**src/rtl/jk_register_bank.sv**
```systemverilog
// Bank of JK flip-flops with per-bit J/K, clock enable, up/down counting and
// parallel load; every mode is expressed as J/K drive into the same JK update.
module jk_register_bank #(
    parameter int                 WIDTH     = 4,
    parameter logic [WIDTH-1:0]   RESET_VAL = {WIDTH{1'b0}}
) (
    input  logic             clk,
    input  logic             reset,
    input  logic             en,
    input  logic [1:0]       mode,
    input  logic [WIDTH-1:0] j,
    input  logic [WIDTH-1:0] k,
    input  logic [WIDTH-1:0] d,
    output logic [WIDTH-1:0] q,
    output logic [WIDTH-1:0] qn,
    output logic             tc,
    output logic             changed
);

    localparam logic [1:0] MODE_JK   = 2'b00;
    localparam logic [1:0] MODE_UP   = 2'b01;
    localparam logic [1:0] MODE_DOWN = 2'b10;
    localparam logic [1:0] MODE_LOAD = 2'b11;

    logic [WIDTH-1:0] q_q;
    logic [WIDTH-1:0] q_d;
    logic             changed_q;
    logic             changed_d;
    logic [WIDTH-1:0] t_up_s;
    logic [WIDTH-1:0] t_dn_s;
    logic [WIDTH-1:0] j_s;
    logic [WIDTH-1:0] k_s;
    logic [WIDTH-1:0] q_jk_s;

    // Toggle chains: a bit toggles when every lower bit is 1 (up) or 0 (down)
    assign t_up_s[0] = 1'b1;
    assign t_dn_s[0] = 1'b1;
    for (genvar gi = 1; gi < WIDTH; gi++) begin : g_chain
        assign t_up_s[gi] = &q_q[gi-1:0];
        assign t_dn_s[gi] = ~|q_q[gi-1:0];
    end

    // Map the selected mode onto per-bit J/K drive
    always_comb begin
        j_s = {WIDTH{1'b0}};
        k_s = {WIDTH{1'b0}};
        case (mode)
            MODE_JK: begin
                j_s = j;
                k_s = k;
            end
            MODE_UP: begin
                j_s = t_up_s;
                k_s = t_up_s;
            end
            MODE_DOWN: begin
                j_s = t_dn_s;
                k_s = t_dn_s;
            end
            MODE_LOAD: begin
                j_s = d;
                k_s = ~d;
            end
            default: begin
                j_s = {WIDTH{1'b0}};
                k_s = {WIDTH{1'b0}};
            end
        endcase
    end

    assign q_jk_s = (j_s & ~q_q) | (~k_s & q_q);

    // Next-state selection: reset beats enable, disabled edges hold
    always_comb begin
        q_d       = q_q;
        changed_d = 1'b0;
        if (reset) begin
            q_d       = RESET_VAL;
            changed_d = 1'b0;
        end else if (en) begin
            q_d       = q_jk_s;
            changed_d = (q_jk_s != q_q);
        end else begin
            q_d       = q_q;
            changed_d = 1'b0;
        end
    end

    // State registers
    always_ff @(posedge clk) begin
        q_q       <= q_d;
        changed_q <= changed_d;
    end

    assign q       = q_q;
    assign qn      = ~q_q;
    assign changed = changed_q;
    assign tc      = ((mode == MODE_UP) && (&q_q)) || ((mode == MODE_DOWN) && (~|q_q));

endmodule

```
**config.mk**
```make
export PLATFORM = sky130hd
export DESIGN_NAME = jk_register_bank
export DESIGN_NICKNAME = d
export VERILOG_FILES = /design/src/rtl/jk_register_bank.sv
export SDC_FILE = /design/constraint.sdc
export NUM_CORES = 1
export LEC_CHECK = 0
export BUFFER_PORTS_ARGS = -buffer_cell sky130_fd_sc_hd__buf_4
export CORE_ASPECT_RATIO = 1.4
export CORE_MARGIN = 4
export CORE_UTILIZATION = 25
export CTS_CLUSTER_DIAMETER = 80
export DETAILED_ROUTE_END_ITERATION = 8
export HOLD_SLACK_MARGIN = 0.08
export PLACE_DENSITY = 0.49
export SETUP_SLACK_MARGIN = 0.1
export SYNTH_ARGS = -nofsm -noshare
export SYNTH_HDL_FRONTEND = slang
export SYNTH_SLANG_ARGS = --single-unit
```
**constraint.sdc**
```tcl
create_clock -name clk -period 4.1 [get_ports clk]
set_clock_uncertainty 0.05 [all_clocks]
set_input_delay 0.615 -clock clk [delete_from_list [all_inputs] [get_ports clk]]
set_output_delay 0.615 -clock clk [all_outputs]
set_load 0.01 [all_outputs]
```
== Word level (Yosys, flattened, before mapping) ==
Index checks and enable logic that the tools add are counted.

* Register bits: 5
* Word-level logic and storage cells: 30

* Equality and inequality tests: 4
* Multiplexer cells: 2
* Bitwise gates (word level): 7
* Reduce and logical (&&, ||, !) cells: 15

{| class="wikitable"
|+ Operators with widths
! operator !! count
|-
| case mux 4 bit (4 select lines) || 2
|-
| inverter 4 bit || 3
|-
| bitwise AND 4 bit || 2
|-
| equality test 2 bit (second input constant) || 2
|-
| zero test 1 bit || 4
|-
| inequality test 4 bit || 1
|-
| OR 4 bit || 1
|-
| AND reduction 4 bit || 1
|-
| OR reduction 2 bit || 2
|-
| OR reduction 4 bit || 1
|-
| AND reduction 3 bit || 1
|-
| OR reduction 3 bit || 1
|-
| equality test 2 x 1 -> 1 bit (second input constant) || 1
|-
| logical AND 1 bit || 2
|-
| zero test 2 bit || 1
|-
| AND reduction 2 bit || 1
|-
| logical OR 1 bit || 1
|-
| inverter 1 bit || 1
|}

== Logic depth before layout (Yosys ltp) ==
Gate-level depths: netlist of the first run.

* Word-level depth: 7
* Gate-level depth with buffers: 6

== Worst setup path after synthesis of the first run ==
Ideal clock, no wire load.

* Path type: input-to-output
* From: input mode[1]
* To: output tc
* Data arrival time: 1517 ps
* Slack: 1918 ps
* Stages on the path: 4
* Cells stage by stage: clkbuf_1 > clkbuf_1 > nand2_1 > o21ai_0

* Longest elaborated chain between the ends: 3
* Elaborated cells on any way between the ends: 5

{| class="wikitable"
|+ RTL lines
! what !! line !! RTL
|-
| start, declared || 10 || <nowiki>input logic [1:0] mode,</nowiki>
|-
| equality test 2 x 1 -> 1 bit or equality test 2 bit (tied branches) || 98 || <nowiki>assign tc = ((mode == MODE_UP) && (&q_q)) || ((mode == MODE_DOWN) && (~|q_q));</nowiki>
|-
| logical AND 1 bit || 98 ||
|-
| logical OR 1 bit * || 98 ||
|-
| end, declared || 16 || <nowiki>output logic tc,</nowiki>
|}

Mark *: on every way between the ends. The rest lies on a longest branch, timed or not.

== Worst setup path after layout of the first run ==
* From: input mode[0]
* To: output tc

The elaborated chain is that of the path after synthesis.

==> results.json, run 1 <==
{
  "ant_nets": 0,
  "vias": 587,
  "io-pin-count": 27,
  "max-slew-margin-rel_pct": 74.5,
  "drc": 0,
  "firstDrtPassIters": 4,
  "cp-start-kind": "primary input",
  "finalSetupViolations": 0,
  "yosysWarnings": 0,
  "rows": 18,
  "grtUsageMet3_pct": 3.01,
  "final.setup.tns_ns": 0,
  "slew_viol_final": 0,
  "stdcell_area_sq_um": 714,
  "start_util_pct": 27.1,
  "use_met2_pct": 17.6,
  "clockBufferDepth": 2,
  "fill_cells": 215,
  "routabilityCongestion": 0.702,
  "dpl-instance-area_sq_um": 688,
  "root_buffer": "clkbuf_4",
  "grt_max_degree": 21,
  "fmax_mhz": 451,
  "cts_made_buffers": 3,
  "die_x_um": 45.3,
  "synth.avg_cell_area_sq_um": 6.97,
  "cts_resized": 0,
  "cp-startpoint": "mode[0]",
  "core_sq_um": 1800,
  "syn2layout_area_growth_pct": 46.4,
  "synth_xor_area_share_pct": 0,
  "status": "completed",
  "clock_latency_ns": 0.24,
  "cts_tree": "yes",
  "synth.distinct_cells": 32,
  "synth_area_sq_um": 488,
  "p_leak_nw": 0.315,
  "hpwl_um": 1110,
  "portBuffers": 26,
  "r2r-start": "q[0]",
  "synth_nets": 87,
  "synth_adder_area_share_pct": 0,
  "hold_buffers": 0,
  "synth_compound_area_share_pct": 43.1,
  "critPathMaxFanout": 17,
  "hold_path.class": "in -> reg",
  "netlist_instances": 70,
  "grt_busiest_layer": "met2",
  "grt_remaining_overflow": 0,
  "rsz0062_at_grt": "false",
  "grt_pass1_wl_um": 2130,
  "drive_gt1_share_pct": 35.8,
  "power_density_nw_per_um2": 267,
  "die_area_sq_um": 2730,
  "cp.required_ns": 3.43,
  "post_cts_buffers": 0,
  "path_clk_slew_ns": 0.04,
  "grt_usage_pct": 10.5,
  "synth.ff_latch_count": 5,
  "hold_viol": 0,
  "grt_pass1_vias": 529,
  "final.min_clock_period_ns": 2.22,
  "wl_per_cell_um": 12.3,
  "synth_top_family_by_area": "compound AO/OA/AOI/OAI gates",
  "cp.arrival_ns": 1.55,
  "yosys.area_share.simple_pct": 26.9,
  "initialDrtViolationCount": 11,
  "layout_commonest_cell": "buf_4",
  "clock-sinks": 5,
  "routed_wl_um": 1410,
  "ir_drop_uv": 144,
  "crit_type": "in -> out",
  "use_met1_pct": 13.0,
  "vias_per_cell": 5.10,
  "crit_path_end_kind": "output port",
  "nets": 113,
  "worst_pin_slew_ns": 0.381,
  "hp-start": "reset",
  "cap_violations": 0,
  "h-tree-depth": 1,
  "antenna_found_initial": 0,
  "fin_crit_sh_pct": 54.1,
  "antennaDiodeCount": 0,
  "yosys-mux-area-fraction_pct": 0,
  "most-common-layout-cells": "buf_4, nand2_1, inv_1, a21oi_1, dfxtp_1",
  "die_h_um": 60.3,
  "yosysSeqAreaShare_pct": 20.5
}
[layout make-up]
| cell class | instances | area (sq um) | area share (%) |
|---|---|---|---|
| clock buffers | 4 | 26.3 | 3.68 |
| repair buffers | 26 | 195 | 27.3 |
| inverters | 7 | 26.3 | 3.68 |
| well taps | 20 | 25.0 | 3.50 |
| multi-input cells | 53 | 342 | 47.8 |
| flip-flops and latches | 5 | 100 | 14.0 |
[synthesized netlist by cell type]
library cell / n / area share, %
a21o_2: 1 / 1.8
a311oi_2: 1 / 3.1
buf_2: 1 / 1.0
or4_4: 1 / 2.3
nor2_1: 3 / 2.3
a21bo_2: 1 / 2.1
a311oi_1: 3 / 5.4
nand3_1: 2 / 2.1
nand2_1: 9 / 6.9
nand2b_1: 2 / 2.6
o21ai_0: 1 / 1.0
o21a_1: 1 / 1.5
nor3_1: 4 / 4.1
o22ai_1: 1 / 1.3
dfxtp_1: 5 / 21
a21boi_0: 1 / 1.5
o211ai_1: 1 / 1.5
o32ai_1: 1 / 1.8
clkbuf_1: 4 / 3.1
a41oi_1: 1 / 1.8
nand4b_1: 1 / 1.8
a21o_1: 1 / 1.5
nor2b_1: 1 / 1.3
a31oi_1: 2 / 2.6
a221oi_1: 2 / 3.6
a21oi_1: 6 / 6.2
inv_1: 7 / 5.4
and3_4: 1 / 2.3
a22oi_1: 1 / 1.5
o2bb2ai_1: 1 / 1.8
a211oi_1: 2 / 3.1
and3_1: 1 / 1.3
[registers in the layout, indices dropped and copies added (netlist names)]
| name | flops |
|---|---|
| q | 4 |
| changed | 1 |
[logic make-up after synthesis]
kind of cell | Yosys count
compound gates | 28
buf+inv | 12
flops | 5
simple gates | 25
[where the power goes]
| group | internal [mW] | total, mW | switching, mW |
|---|---|---|---|
| combinational | 0.0386 | 0.0734 | 0.0348 |
| sequential | 0.0531 | 0.0609 | 0.00787 |
| clock | 0.0368 | 0.0566 | 0.0199 |
[routing by layer]
layer / wire (um) / vias up
met1: 615 / 249
li1: - / 314
met2: 670 / 24
met3: 123 / 0
met5: 0 / -
met4: 0 / 0
[through the flow]
stage	total power [mW]	hold WS, ns	instances	setup WS, ns	utilization, %
global placement	0.136	0.588	111	1.89	38.2
global route	0.209	0.510	115	1.77	39.7
detailed placement	0.136	0.585	111	1.88	38.2
CTS	0.195	0.518	115	1.87	39.7
finish	0.191	0.524	115	1.88	39.7
floorplan	0.103	0.584	70	1.92	-
[critical path, cell delays in order]
cell and delay (ns):
buf_4 0.17, or4_4 0.45, o21ai_0 0.17, buf_4 0.14
[final timing paths]
kind                                end  slack [ns]  depth (start not counted)
worst min register to register     q[3]        0.59                          3
worst min-delay path               q[3]        0.52                          2
worst max-delay path                 tc        1.88                          4
worst max register to register  changed        2.17                          5
Note: power is estimated with default switching activity, not from simulation.
==> inputs of run 2 (changes only) <==
--- a/config.mk
+++ b/config.mk
@@ -12,7 +12,7 @@
 export CTS_CLUSTER_DIAMETER = 80
 export DETAILED_ROUTE_END_ITERATION = 8
 export HOLD_SLACK_MARGIN = 0.08
-export PLACE_DENSITY = 0.49
+export PLACE_DENSITY = 0.51
 export SETUP_SLACK_MARGIN = 0.1
 export SYNTH_ARGS = -nofsm -noshare
 export SYNTH_HDL_FRONTEND = slang
==> constraint.sdc (replaced) <==
create_clock -name clk -period 1.9 [get_ports clk]
set_clock_uncertainty 0.05 [all_clocks]
set_input_delay 0.285 -clock clk [delete_from_list [all_inputs] [get_ports clk]]
set_output_delay 0.285 -clock clk [all_outputs]
set_load 0.01 [all_outputs]
==> run 2 against run 1 <==
Critical path depth rose by 1; worst setup slack got worse by 1.7 ns; via count rose by 7.8%; sequential share of layout area fell by 0.94 points; sequential power rose by 99%; routed wire length rose by 6.2%; register-to-register slack got worse by 2.0 ns; first-iteration DRC count fell by 9.1%; non-clock buffer count rose by 5; die area did not move; hold slack got worse by 0.34 ns; critical endpoint is now changed; largest power group unchanged; highest routed layer is now met4.
==> results.json, run 2 (same netlist as run 1, synthesis figures left out) <==
{
  "antennaDiodeCount": 0,
  "hp-start": "reset",
  "grt_pass1_wl_um": 2290,
  "root_buffer": "clkbuf_4",
  "holdPathStages": 2,
  "clock_latency_ns": 0.25,
  "fill_cells": 201,
  "drive_gt1_share_pct": 41.0,
  "worst_pin_slew_ns": 0.343,
  "status": "completed",
  "grt_usage_pct": 11.3,
  "routed_wl_um": 1500,
  "rows": 18,
  "portBuffers": 26,
  "power.total_mw": 0.437,
  "h-tree-depth": 1,
  "final.min_clock_period_ns": 1.75,
  "cp-startpoint": "q[2]",
  "hpwl_um": 1180,
  "hold_path.class": "in -> reg",
  "critPathMaxFanout": 4,
  "post_cts_buffers": 0,
  "antenna_found_initial": 0,
  "path_clk_slew_ns": 0.05,
  "dp_slack_ns": 0.120,
  "cts_made_buffers": 3,
  "drt-met1-wl_um": 558,
  "start_util_pct": 27.1,
  "vias_per_cell": 5.28,
  "cp.arrival_ns": 1.86,
  "clock-sinks": 5,
  "hold_viol": 0,
  "p_leak_nw": 0.345,
  "met3WireLength_um": 106,
  "die_h_um": 60.3,
  "crit_path_end_kind": "flop",
  "finalSetupViolations": 0,
  "fin_crit_sh_pct": 92.2,
  "rsz0062_at_grt": "true",
  "core_sq_um": 1800,
  "slew_viol_final": 0,
  "die_x_um": 45.3,
  "r2r_cells": 5,
  "clockBufferDepth": 2,
  "drc": 0,
  "grt_pass1_vias": 568,
  "hold_buffers": 0,
  "cts_tree": "yes",
  "top_layer": "met4",
  "wl_met2_um": 812,
  "syn2layout_area_growth_pct": 56.9,
  "power_density_nw_per_um2": 571,
  "vias": 633,
  "die_area_sq_um": 2730,
  "cap_violations": 0,
  "grt_max_degree": 21,
  "dp_cells": 116,
  "routabilityCongestion": 0.753,
  "multiInputGateArea_sq_um": 355,
  "fmax_mhz": 571,
  "r2r-start": "q[2]",
  "largest_reg_flops": 4,
  "regArea_sq_um": 100,
  "setup_ws_ns": 0.148,
  "cp-start-kind": "flop",
  "most-common-layout-cells": "buf_4, nand2_1, inv_1, a21oi_1, dfxtp_1",
  "final.setup.tns_ns": 0,
  "io-pin-count": 27,
  "max-slew-margin-rel_pct": 77.0,
  "ir_drop_uv": 248,
  "initialDrtViolationCount": 10,
  "layout_commonest_cell": "buf_4",
  "firstDrtPassIters": 4,
  "wl_per_cell_um": 12.5,
  "crit_type": "reg -> reg",
  "grt_remaining_overflow": 0,
  "nets": 118,
  "ant_nets": 0,
  "final_cells": 120,
  "cp.required_ns": 2.01
}
## run 2: changes by cell type in the layout (fill, tap and decap cells not counted), sizes merged
cell / change
buf: +5
## run 2: per-layer routing
layer | vias up | global-route usage, %
met5 | - | 0
met4 | 0 | 5.02
met1 | 282 | 13.3
met3 | 2 | 1.81
li1 | 326 | -
met2 | 23 | 19.4
## run 2: per-stage QoR
stage	hold WS (ns)	instance area, sq um	util (%)
2_1_floorplan	0.304	488	-
3_3_place_gp	0.445	726	40.3
3_5_place_dp	0.441	726	40.3
6_report	0.185	766	42.5
5_1_grt	0.181	766	42.5
4_1_cts	0.176	752	41.7
## run 2: area by class of cell
type                            instances  share of cell area, %
Inverter                                7                   3.43
Clock buffer                            4                   3.43
Sequential cell                         5                   13.1
Multi-Input combinational cell         53                   46.4
Timing Repair Buffer                   31                   30.4
Tap cell                               20                   3.27
## run 2: path summary, 6_finish.rpt
kind | end | slack, ns
hold / removal | q[1] | 0.19
hold reg to reg | q[2] | 0.58
setup / recovery | changed | 0.15
setup reg to reg | changed | 0.15
## run 2: repair_timing
| item | CTS | global route |
|---|---|---|
| hold endpoints to repair | 0 | 0 |
| resized for setup | 0 | 3 |
| endpoints found under the setup margin | 0 | 2 |
## run 2: critical path: stages (launching register included)
cell,delay (ns)
dfxtp_1,0.30
or4_4,0.56
and3_4,0.20
a311oi_2,0.22
a221oi_1,0.13
a311oi_1,0.21
## run 2: power breakdown
group | leakage (nW) | switching (mW) | internal (mW)
logic | 0.289 | 0.0920 | 0.0963
registers | 0.0414 | 0.00631 | 0.114
clock network | 0.0150 | 0.0486 | 0.0797
==> inputs of run 3 (changes only) <==
--- a/config.mk
+++ b/config.mk
@@ -5,7 +5,7 @@
 export SDC_FILE = /design/constraint.sdc
 export NUM_CORES = 1
 export LEC_CHECK = 0
-export BUFFER_PORTS_ARGS = -buffer_cell sky130_fd_sc_hd__buf_4
+export BUFFER_PORTS_ARGS = -buffer_cell sky130_fd_sc_hd__buf_2
 export CORE_ASPECT_RATIO = 1.4
 export CORE_MARGIN = 4
 export CORE_UTILIZATION = 25
==> constraint.sdc (replaced) <==
create_clock -name clk -period 1.5 [get_ports clk]
set_clock_uncertainty 0.05 [all_clocks]
set_input_delay 0.225 -clock clk [delete_from_list [all_inputs] [get_ports clk]]
set_output_delay 0.225 -clock clk [all_outputs]
set_load 0.01 [all_outputs]
==> run 3 against run 2 <==
Critical path type unchanged; total power grew 34%; critical endpoint unchanged; combinational power grew 40%; final area grew 5.7%; clock power grew 30%; the flow now finishes with violations (setup timing); register-to-register slack lost 0.42 ns; routed wire length grew 11%; non-clock buffer count grew 8; fmax shrank 1.1%; largest cell class unchanged; via count grew 9.5%; final cell count grew 6.7%; sequential share of layout area shrank 0.24 points; largest power group unchanged.
==> results.json, run 3 (same netlist as run 1, synthesis figures left out) <==
{
  "clock-sinks": 5,
  "ant_nets": 0,
  "stdcell_area_sq_um": 810,
  "grt_remaining_overflow": 0,
  "cp.arrival_ns": 1.87,
  "r2r-start": "q[0]",
  "critPathMaxFanout": 4,
  "final_util_pct": 44.9,
  "hold_viol": 0,
  "max-slew-margin-rel_pct": 79.2,
  "clockBufferDepth": 2,
  "hold_path.class": "in -> reg",
  "worst_pin_slew_ns": 0.310,
  "p_leak_nw": 0.365,
  "ir_drop_uv": 423,
  "fin_crit_sh_pct": 118,
  "grtUsageMet3_pct": 1.81,
  "power.total_mw": 0.585,
  "dpl-instance-area_sq_um": 709,
  "final_cells": 128,
  "grt_usage_pct": 12.6,
  "portBuffers": 26,
  "io-pin-count": 27,
  "die_h_um": 60.3,
  "path_clk_slew_ns": 0.05,
  "rows": 18,
  "crit_path_end_kind": "flop",
  "antennaDiodeCount": 0,
  "hpwl_um": 1290,
  "whs_ns": 0.157,
  "status": "finished, violations left",
  "routed_wl_um": 1660,
  "final.min_clock_period_ns": 1.77,
  "syn2layout_area_growth_pct": 65.9,
  "cp-startpoint": "q[0]",
  "regToRegSetupSlack_ns": -0.27,
  "routabilityCongestion": 0.749,
  "wl_per_cell_um": 12.9,
  "crit_type": "reg -> reg",
  "layout_commonest_cell": "buf_2",
  "grt_busiest_layer": "met2",
  "finalSetupViolations": 3,
  "drc": 0,
  "cts_made_buffers": 3,
  "largest_reg_flops": 4,
  "use_met1_pct": 14.0,
  "dp_slack_ns": -0.315,
  "root_buffer": "clkbuf_4",
  "slew_viol_final": 0,
  "hp-start": "reset",
  "antenna_found_initial": 0,
  "failed_checks": "setup timing",
  "power_density_nw_per_um2": 722,
  "die_area_sq_um": 2730,
  "core_sq_um": 1800,
  "cp-start-kind": "flop",
  "grt_max_degree": 12,
  "h-tree-depth": 1,
  "clock_latency_ns": 0.25,
  "start_util_pct": 27.1,
  "grt_pass1_wl_um": 2570,
  "dp_cells": 122,
  "most-common-layout-cells": "buf_2, buf_4, nand2_1, inv_1, a21oi_1",
  "die_x_um": 45.3,
  "fmax_mhz": 564,
  "cts_tree": "yes",
  "vias_per_cell": 5.41,
  "setup_ws_ns": -0.272,
  "rsz0062_at_grt": "true",
  "vias": 693,
  "initialDrtViolationCount": 34,
  "drive_gt1_share_pct": 52.8,
  "cap_violations": 0,
  "nets": 126,
  "final.setup.tns_ns": -0.765,
  "grt_pass1_vias": 642,
  "use_met2_pct": 23.3,
  "cp.required_ns": 1.60,
  "firstDrtPassIters": 4
}
[run 3: cell types whose count changed in the layout (fill, tap and decap cells not counted), sizes merged]
cell  before  now
buf       31   39
[run 3: path summary, 6_finish.rpt]
| path | cells past startpoint | end |
|---|---|---|
| max | 5 | changed |
| min reg2reg | 2 | q[2] |
| max reg2reg | 5 | changed |
| min | 2 | q[3] |
[run 3: worst max-delay path: stages (launching register included)]
cell and delay [ns]:
dfxtp_2 0.31, or4_4 0.53, and3_4 0.20, a311oi_2 0.23, a221oi_1 0.13, a311oi_1 0.22
[run 3: area by class of cell]
class | instances | area [sq um]
clock buffers | 4 | 26.3
well taps | 20 | 25.0
fillers | 202 | 992
inverters | 7 | 26.3
multi-input cells | 53 | 400
flip-flops and latches | 5 | 104
repair buffers | 39 | 228
[run 3: timing repair]
item / 4_1_cts / 5_1_grt
gates resized for setup: 3 / 9
setup endpoints to repair: 4 / 5
hold buffers: 0 / 0
setup buffers: 1 / 1
pin swaps: 1 / 4
cloned: 0 / 0
[run 3: report_power, final]
part	total, mW	internal [mW]	switching [mW]	leakage (nW)
logic	0.264	0.129	0.135	0.308
clock network	0.166	0.101	0.0651	0.0150
registers	0.155	0.146	0.00844	0.0424
[run 3: per-layer routing]
metal / up-vias / routed length [um] / part of all wire (%)
met3: 0 / 143 / 8.6
met1: 321 / 629 / 38
met2: 31 / 884 / 53
met5: - / 0 / 0
met4: 0 / 0 / 0
li1: 341 / - / -
